File: src/rtl/ram_cmd_arbiter.sv
// Round-robin arbiter and command sequencer in front of the single-port
// SPI-side RAM. Each granted transaction becomes two RAM command beats
// ({cmd, addr} then {cmd, data}). A read then waits for the RAM data strobe,
// bounded by a timeout. All outputs come straight from registers.
`timescale 1ns/1ps

module ram_cmd_arbiter #(
  parameter int NREQ    = 2,
  parameter int ADDR_W  = 8,
  parameter int TIMEOUT = 16
) (
  input  logic                   clk,
  input  logic                   rst,
  input  logic [NREQ-1:0]        req,
  input  logic [NREQ-1:0]        op,
  input  logic [NREQ*ADDR_W-1:0] addr,
  input  logic [NREQ*ADDR_W-1:0] wdata,
  output logic [NREQ-1:0]        gnt,
  output logic [NREQ-1:0]        done,
  output logic [NREQ-1:0]        rvalid,
  output logic [NREQ-1:0]        err,
  output logic [ADDR_W-1:0]      rdata,
  output logic [ADDR_W+1:0]      ram_din,
  output logic                   ram_rx_valid,
  input  logic [ADDR_W-1:0]      ram_dout,
  input  logic                   ram_tx_valid
);

  localparam int IDX_W = $clog2(NREQ);
  localparam int SUM_W = IDX_W + 1;
  localparam int CNT_W = $clog2(TIMEOUT);

  // RAM command codes carried in the top two bits of each beat
  localparam logic [1:0] CMD_WR_ADDR = 2'b00;
  localparam logic [1:0] CMD_WR_DATA = 2'b01;
  localparam logic [1:0] CMD_RD_ADDR = 2'b10;
  localparam logic [1:0] CMD_RD_DATA = 2'b11;

  typedef enum logic [1:0] {
    ST_IDLE    = 2'd0,
    ST_ADDR    = 2'd1,
    ST_DATA    = 2'd2,
    ST_WAIT_RD = 2'd3
  } state_t;

  state_t             state_reg, state_next;
  logic [IDX_W-1:0]   rr_reg, rr_next;
  logic [IDX_W-1:0]   cur_idx_reg, cur_idx_next;
  logic               cur_op_reg, cur_op_next;
  logic [ADDR_W-1:0]  cur_wdata_reg, cur_wdata_next;
  logic [CNT_W-1:0]   cnt_reg, cnt_next;
  logic [NREQ-1:0]    gnt_reg, gnt_next;
  logic [NREQ-1:0]    done_reg, done_next;
  logic [NREQ-1:0]    rvalid_reg, rvalid_next;
  logic [NREQ-1:0]    err_reg, err_next;
  logic [ADDR_W-1:0]  rdata_reg, rdata_next;
  logic [ADDR_W+1:0]  ram_din_reg, ram_din_next;
  logic               ram_rx_valid_reg, ram_rx_valid_next;

  // Per-requester views of the packed buses and the rotated request vector:
  // slot gi of req_rot is the requester gi+1 positions after the last winner.
  logic [ADDR_W-1:0]  addr_arr  [NREQ];
  logic [ADDR_W-1:0]  wdata_arr [NREQ];
  logic [SUM_W-1:0]   cand_sum  [NREQ];
  logic [IDX_W-1:0]   cand_idx  [NREQ];
  logic [NREQ-1:0]    req_rot;

  logic               win_found;
  logic [IDX_W-1:0]   win_idx;
  logic [ADDR_W-1:0]  data_payload;

  genvar gi;
  generate
    for (gi = 0; gi < NREQ; gi++) begin : g_req
      assign addr_arr[gi]  = addr[gi*ADDR_W +: ADDR_W];
      assign wdata_arr[gi] = wdata[gi*ADDR_W +: ADDR_W];
      // (rr + 1 + gi) mod NREQ without a divider: sum is below 2*NREQ
      assign cand_sum[gi]  = {1'b0, rr_reg} + SUM_W'(gi + 1);
      assign cand_idx[gi]  = (cand_sum[gi] >= SUM_W'(NREQ))
                             ? IDX_W'(cand_sum[gi] - SUM_W'(NREQ))
                             : IDX_W'(cand_sum[gi]);
      assign req_rot[gi]   = req[cand_idx[gi]];
    end
  endgenerate

  function automatic logic [NREQ-1:0] idx_onehot(input logic [IDX_W-1:0] idx);
    logic [NREQ-1:0] v;
    v      = '0;
    v[idx] = 1'b1;
    return v;
  endfunction

  // Pick the first pending requester after the previous winner (with wrap)
  always_comb begin
    win_found = 1'b0;
    win_idx   = '0;
    for (int k = 0; k < NREQ; k++) begin
      if (!win_found && req_rot[k]) begin
        win_found = 1'b1;
        win_idx   = cand_idx[k];
      end
    end
  end

  // Second beat carries write data, or zeros for a read
  assign data_payload = cur_op_reg ? {ADDR_W{1'b0}} : cur_wdata_reg;

  // Next-state and next-output logic; pulses default low every cycle
  always_comb begin
    state_next        = state_reg;
    rr_next           = rr_reg;
    cur_idx_next      = cur_idx_reg;
    cur_op_next       = cur_op_reg;
    cur_wdata_next    = cur_wdata_reg;
    cnt_next          = cnt_reg;
    gnt_next          = '0;
    done_next         = '0;
    rvalid_next       = '0;
    err_next          = '0;
    rdata_next        = rdata_reg;
    ram_din_next      = '0;
    ram_rx_valid_next = 1'b0;

    case (state_reg)
      ST_IDLE: begin
        if (win_found) begin
          cur_idx_next      = win_idx;
          cur_op_next       = op[win_idx];
          cur_wdata_next    = wdata_arr[win_idx];
          rr_next           = win_idx;
          gnt_next          = idx_onehot(win_idx);
          ram_rx_valid_next = 1'b1;
          ram_din_next      = {op[win_idx] ? CMD_RD_ADDR : CMD_WR_ADDR, addr_arr[win_idx]};
          state_next        = ST_ADDR;
        end
      end

      ST_ADDR: begin
        ram_rx_valid_next = 1'b1;
        ram_din_next      = {cur_op_reg ? CMD_RD_DATA : CMD_WR_DATA, data_payload};
        state_next        = ST_DATA;
      end

      ST_DATA: begin
        if (cur_op_reg) begin
          cnt_next   = '0;
          state_next = ST_WAIT_RD;
        end else begin
          done_next  = idx_onehot(cur_idx_reg);
          state_next = ST_IDLE;
        end
      end

      ST_WAIT_RD: begin
        if (ram_tx_valid) begin
          rdata_next  = ram_dout;
          rvalid_next = idx_onehot(cur_idx_reg);
          state_next  = ST_IDLE;
        end else if (cnt_reg == CNT_W'(TIMEOUT - 1)) begin
          err_next   = idx_onehot(cur_idx_reg);
          state_next = ST_IDLE;
        end else begin
          cnt_next = cnt_reg + 1'b1;
        end
      end

      default: state_next = ST_IDLE;
    endcase
  end

  // State, payload and output registers; reset abandons any transaction
  always_ff @(posedge clk) begin
    if (rst) begin
      state_reg        <= ST_IDLE;
      rr_reg           <= IDX_W'(NREQ - 1);
      cur_idx_reg      <= '0;
      cur_op_reg       <= 1'b0;
      cur_wdata_reg    <= '0;
      cnt_reg          <= '0;
      gnt_reg          <= '0;
      done_reg         <= '0;
      rvalid_reg       <= '0;
      err_reg          <= '0;
      rdata_reg        <= '0;
      ram_din_reg      <= '0;
      ram_rx_valid_reg <= 1'b0;
    end else begin
      state_reg        <= state_next;
      rr_reg           <= rr_next;
      cur_idx_reg      <= cur_idx_next;
      cur_op_reg       <= cur_op_next;
      cur_wdata_reg    <= cur_wdata_next;
      cnt_reg          <= cnt_next;
      gnt_reg          <= gnt_next;
      done_reg         <= done_next;
      rvalid_reg       <= rvalid_next;
      err_reg          <= err_next;
      rdata_reg        <= rdata_next;
      ram_din_reg      <= ram_din_next;
      ram_rx_valid_reg <= ram_rx_valid_next;
    end
  end

  assign gnt          = gnt_reg;
  assign done         = done_reg;
  assign rvalid       = rvalid_reg;
  assign err          = err_reg;
  assign rdata        = rdata_reg;
  assign ram_din      = ram_din_reg;
  assign ram_rx_valid = ram_rx_valid_reg;

endmodule
File: config.mk
export PLATFORM = sky130hd
export DESIGN_NAME = ram_cmd_arbiter
export DESIGN_NICKNAME = d
export VERILOG_FILES = /design/src/rtl/ram_cmd_arbiter.sv
export SDC_FILE = /design/constraint.sdc
export NUM_CORES = 1
export LEC_CHECK = 0
export BUFFER_PORTS_ARGS = -buffer_cell sky130_fd_sc_hd__buf_2
export CAP_MARGIN = 20
export CORE_ASPECT_RATIO = 1.25
export CORE_MARGIN = 2
export CORE_UTILIZATION = 47
export CTS_BUF_LIST = sky130_fd_sc_hd__clkbuf_16
export CTS_CLUSTER_DIAMETER = 150
export DETAILED_ROUTE_END_ITERATION = 10
export PLACE_DENSITY = 0.79
export RECOVER_POWER = 50
export SLEW_MARGIN = 20
export SYNTH_ARGS = -nofsm -noshare
export SYNTH_HDL_FRONTEND = slang
export SYNTH_SLANG_ARGS = --single-unit
export TNS_END_PERCENT = 10
File: constraint.sdc
create_clock -name clk -period 2 [get_ports clk]
set_clock_uncertainty 0.05 [all_clocks]
set_input_delay 0.3 -clock clk [delete_from_list [all_inputs] [get_ports clk]]
set_output_delay 0.3 -clock clk [all_outputs]
set_load 0.05 [all_outputs]
==> metrics.txt, run 1 <==
Critical-path top delay cell dfxtp_1; crit end category flip-flop; Multi-input gate area 796 um^2; Flop pwr share 47.1%; Cell variety after synth 39; Buf/Inv on CP 1; Synth Flop Type dfxtp_1; slew margin rel. 58.5%; first-pass GRT wire length 5690 um; CTS buffer count 5; Starting Density 49.6%; P_int 1.51 mW; die area 4250 um^2; initial antenna violation count 0; cell with the most instances after synthesis dfxtp_1; simple-gate share of the synthesized area 18.7%; number of hold buffers added after CTS 0; area share of xor/xnor cells in the synthesized design 0.499%; core box area 3540 um^2; root buf cell clkbuf_16; Post-Synth Adder-Cell Area 0.712%; power per cell area 930 nW/um^2; Gate power share 16.7%; Seq/Total Area, Yosys 50.1%; synthesized area per cell 9.25 um^2; setup ws final 0.299 ns; syn_nets 238; CP cell instances nor2_1, o21a_1, buf_4, nor2_1, a211oi_1; Design Area, Final 2240 um^2; slowest stage delay, CP 0.46 ns; cell count after placement 294; Clock Tree Buf Depth 2; Critical Path RT 2.14 ns; Compound-Gate Fraction of Synth Area 15.5%; worst skew pair latency 0.28 ns; final setup TNS 0 ns; drt wl/cell 12.2 um; DRC Markers 7; Final min period 1.70 ns; Die X 58.7 um; total iterations of the first detailed-routing run 7; Layout area overhead 27.4%; Worst Hold Slack 0.212 ns; Area contributors post-synth dfxtp_1, mux2i_1, nand2_1; clock share of power 36.3%; critical path class flip-flop to flip-flop; CP Max Fanout 14; Non-Filler Instances 302; Lkg Pwr 0.940 nW; # Post-CTS Setup Buffers 0; Site Rows 24; vias in the first global route 1363; Net Switching 0.568 mW; Synth top area share 50.1%; Net Sw Frac 27.3%; Worst-path clk slew 0.06 ns; multiplexer share of the synthesized area 9.69%; post_cts resized 0; GRT overflow 0; most used cell, CP nor2_1; Post-Syn Instances 190; max-slew violations 0; CTS tree done; Final ANT Viol Nets 0; post-synth top area cell dfxtp_1; die height 72.4 um; Peak VDD IR 568 uV; CTS sink cnt 44; Routed WL 3680 um; Ys Warns 0; FMAX 588 MHz; Post-synth EDFFs 0; MaxCap Viol Count 0; dpl cell area 2130 um^2; RSZ-0062 raised after global routing no; Sequential cell area 881 um^2; FF+latch count, synth 44; max reg flops 10; largest net degree at the start of global routing 23; GP Congestion 0.777; number of vias per cell 5.08; # fillers 322; DP Worst Slack 0.316 ns; initial drt markers 75; # diodes 0; total number of vias 1534; Worst Setup Start Kind flip-flop; dpl hpwl 2690 um; gr usage total 17.3%; commonest cells in the netlist dfxtp_1, nand2_1, nor2_1; final hold violation count 0; final setup violation count 0; run status finished, violations left; slew at the pin closest to its max-slew limit 0.625 ns; main combinational cell family by area after synthesis simple AND/OR/NAND/NOR gates; Tcrit/Tclk final 85.1%; worst hold-check path type primary input to flip-flop; cell family with most CP delay compound AO/OA/AOI/OAI gates; failing checks DRC; critical path data arrival time 1.84 ns; CTS H-tree lvls 2; Synth Cell Area 1760 um^2; number of top-level pins 74; layout cells sized above 1 23.6%; PortBufs 73; asr flop ratio synth 0%; Nets 310
-- cell type report --
| class | instances | area share [%] |
|---|---|---|
| sequential | 44 | 39.4 |
| tap | 39 | 2.18 |
| inverter | 3 | 0.503 |
| multi-input combinational | 131 | 35.6 |
| clock buffer | 5 | 5.59 |
| clock inverter | 3 | 0.615 |
| timing repair buffer | 77 | 16.2 |
-- logic make-up after synthesis --
| group | Yosys count |
|---|---|
| multiplexers | 17 |
| AO/OA/AOI/OAI | 42 |
| adder cells (fa/ha/maj) | 1 |
| AND/OR/NAND/NOR | 70 |
| buffers and inverters | 15 |
| XOR/XNOR | 1 |
| flip-flops | 44 |
-- tightest hold or removal path, delay by kind of cell --
family,cells,cell delay [ns]
AND/OR/NAND/NOR,1,0.05
AO/OA/AOI/OAI,1,0.05
buffers and inverters,1,0.09
-- placed cells by master, fill, tap and decap left out, types with 2 or more instances in the layout --
| cell type | Yosys | final |
|---|---|---|
| a211oi_1 | 8 | 8 |
| a21oi_1 | 12 | 12 |
| a22oi_1 | 2 | 2 |
| and3_1 | 3 | 3 |
| buf_2 | 3 | 46 |
| buf_4 | 2 | 4 |
| clkbuf_1 | 3 | 27 |
| clkbuf_16 | 0 | 5 |
| clkinv_2 | 0 | 2 |
| dfxtp_1 | 44 | 44 |
| inv_1 | 3 | 3 |
| mux2i_1 | 17 | 17 |
| nand2_1 | 27 | 27 |
| nand2b_1 | 4 | 4 |
| nand3_1 | 2 | 2 |
| nand4_1 | 2 | 2 |
| nor2_1 | 20 | 20 |
| nor3_1 | 4 | 4 |
| o21ai_0 | 11 | 11 |
-- path summary, 6_finish.rpt --
path / from / endpoint / slack [ns] / cells past startpoint
hold reg to reg: rdata[6] / rdata[6] / 0.40 / 2
hold / removal: ram_dout[6] / rdata[6] / 0.21 / 3
setup reg to reg: state_reg[0] / cur_wdata_reg[4] / 0.30 / 5
setup / recovery: state_reg[0] / cur_wdata_reg[4] / 0.30 / 5
-- layer usage --
layer | vias to the layer above | routed length (um) | GRT usage (%)
li1 | 805 | - | -
met1 | 677 | 1680 | 21.1
met2 | 46 | 1740 | 28.8
met3 | 6 | 217 | 5.17
met4 | 0 | 44 | 6.31
met5 | - | 0 | 0
-- power by group through the flow --
stage          Sequential, mW  Combinational [mW]  Clock (mW)
2_1_floorplan            1.08               0.180           0
3_3_place_gp            0.996               0.348           0
3_5_place_dp            0.997               0.355           0
4_1_cts                 0.978               0.356       0.768
5_1_grt                 0.986               0.379       0.808
6_report                0.979               0.346       0.754
-- metrics by stage --
step                power [mW]  utilization [%]
global placement          1.34             60.2
floorplan                 1.26                -
detailed placement        1.35             60.2
global route              2.17             63.1
CTS                       2.10             64.1
finish                    2.08             63.1
(Power assumes the default switching activity.)
==> run 2, diff against run 1 <==
Clock period 2 ns to 1.8 ns, I/O delays scaled along.
==> metrics.txt, run 2 (synthesis results as in run 1) <==
MaxCap Viol Count 0; gr usage total 18.6%; # diodes 0; max-slew violations 0; post-route core utilization 64.2%; power per cell area 1090 nW/um^2; Sequential cell area 881 um^2; Critical Path RT 1.98 ns; layout cells sized above 1 23.8%; RSZ-0062 raised after global routing no; slew margin rel. 58.8%; crit end category flip-flop; worst hold start ram_dout[4]; final hold violation count 0; Multi-input gate area 796 um^2; Non-Filler Instances 304; critical path data arrival time 1.84 ns; Routed WL 3760 um; slew at the pin closest to its max-slew limit 0.621 ns; worst skew pair latency 0.28 ns; Die X 58.7 um; total iterations of the first detailed-routing run 7; initial antenna violation count 0; # fillers 347; total number of vias 1574; DRC Markers 7; drt wl/cell 12.4 um; FMAX 603 MHz; Final min period 1.66 ns; Tcrit/Tclk final 92.1%; CP Max Fanout 14; vias in the first global route 1430; worst reg2reg endpoint cnt_reg[2]; post_cts resized 0; GP Congestion 0.822; number of top-level pins 74; run status finished, violations left; final setup TNS 0 ns; most frequent cells in the layout buf_2, dfxtp_1, clkbuf_1; Worst-path clk slew 0.06 ns; Site Rows 24; CTS H-tree lvls 2; core box area 3540 um^2; Nets 312; final setup violation count 0; worst hold-check path type primary input to flip-flop; cell count after placement 296; worst reg2reg path depth 4; die height 72.4 um; die area 4250 um^2; CTS tree done; number of hold buffers added after CTS 0; Layout area overhead 29.4%; Crit Reg-Reg Startpoint state_reg[0]; largest net degree at the start of global routing 18; number of vias per cell 5.18; Final ANT Viol Nets 0; critical path class flip-flop to flip-flop; failing checks DRC; Starting Density 49.6%; root buf cell clkbuf_16; Reg2Reg Setup Slack 0.14 ns; CTS sink cnt 44; # Post-CTS Setup Buffers 0; max reg flops 10; first-pass GRT wire length 6020 um; hold path endpoint rdata[4]; GRT overflow 0; Worst Setup Start Kind flip-flop; Hold Path Cell Cnt 3; Peak VDD IR 1220 uV; Lkg Pwr 0.960 nW; Clock Tree Buf Depth 2; initial drt markers 39; commonest non-fill, non-tap cell in the layout buf_2; CTS buffer count 5; dpl hpwl 2800 um; PortBufs 73
run 2: cell types whose count changed in the layout (fill, tap and decap cells not counted):
cell	delta
bufinv_16	+1
buf_4	+1
inv_1	+1
clkinv_1	-1
clkinv_2	-1
clkbuf_1	+1
run 2: area by class of cell:
type	count	area share (%)
well taps	39	2.15
repair buffers	79	16.4
multi-input cells	131	35.0
clock inverters	3	1.71
inverters	3	0.495
flip-flops and latches	44	38.7
clock buffers	5	5.50
run 2: per-stage QoR:
stage / hold slack, ns / instance area (um^2) / total power, mW / setup WS [ns]
after floorplan: 0.356 / 1760 / 1.40 / 0.368
after global placement: 0.387 / 2150 / 1.50 / 0.217
after detailed placement: 0.395 / 2150 / 1.51 / 0.186
after CTS: 0.166 / 2310 / 2.51 / 0.156
after global routing: 0.179 / 2270 / 2.58 / 0.0200
final: 0.175 / 2270 / 2.47 / 0.142
run 2: per-layer routing:
layer  track usage [%]  up-vias  routed length (um)
met4              9.85        0                  79
li1                  -      812                   -
met3              3.92        8                 193
met2              31.0       36                1900
met5                 0        -                   0
met1              22.1      718                1590
run 2: worst max path at each step:
stage / start / endpoint / cells after the start
floorplan: cnt_reg[0] / cnt_reg[3] / 5
global placement: state_reg[0] / cnt_reg[2] / 4
detailed placement: state_reg[0] / cnt_reg[2] / 4
CTS: state_reg[0] / cur_wdata_reg[4] / 5
global route: state_reg[0] / ram_din[0] / 4
finish: state_reg[0] / cnt_reg[2] / 4
run 2: report_power, final:
| part | switching (mW) | internal (mW) | total (mW) | leakage, nW |
|---|---|---|---|---|
| Clock | 0.341 | 0.646 | 0.987 | 0.0850 |
| Sequential | 0.0493 | 1.04 | 1.09 | 0.360 |
| Combinational | 0.252 | 0.138 | 0.390 | 0.515 |
| Total | 0.642 | 1.83 | 2.47 | 0.960 |
run 2: worst max-delay path: stages (launching register included):
cell and delay, ns:
dfxtp_1 0.63, nor2b_1 0.15, a21o_1 0.24, or4_1 0.46, nand2_1 0.07
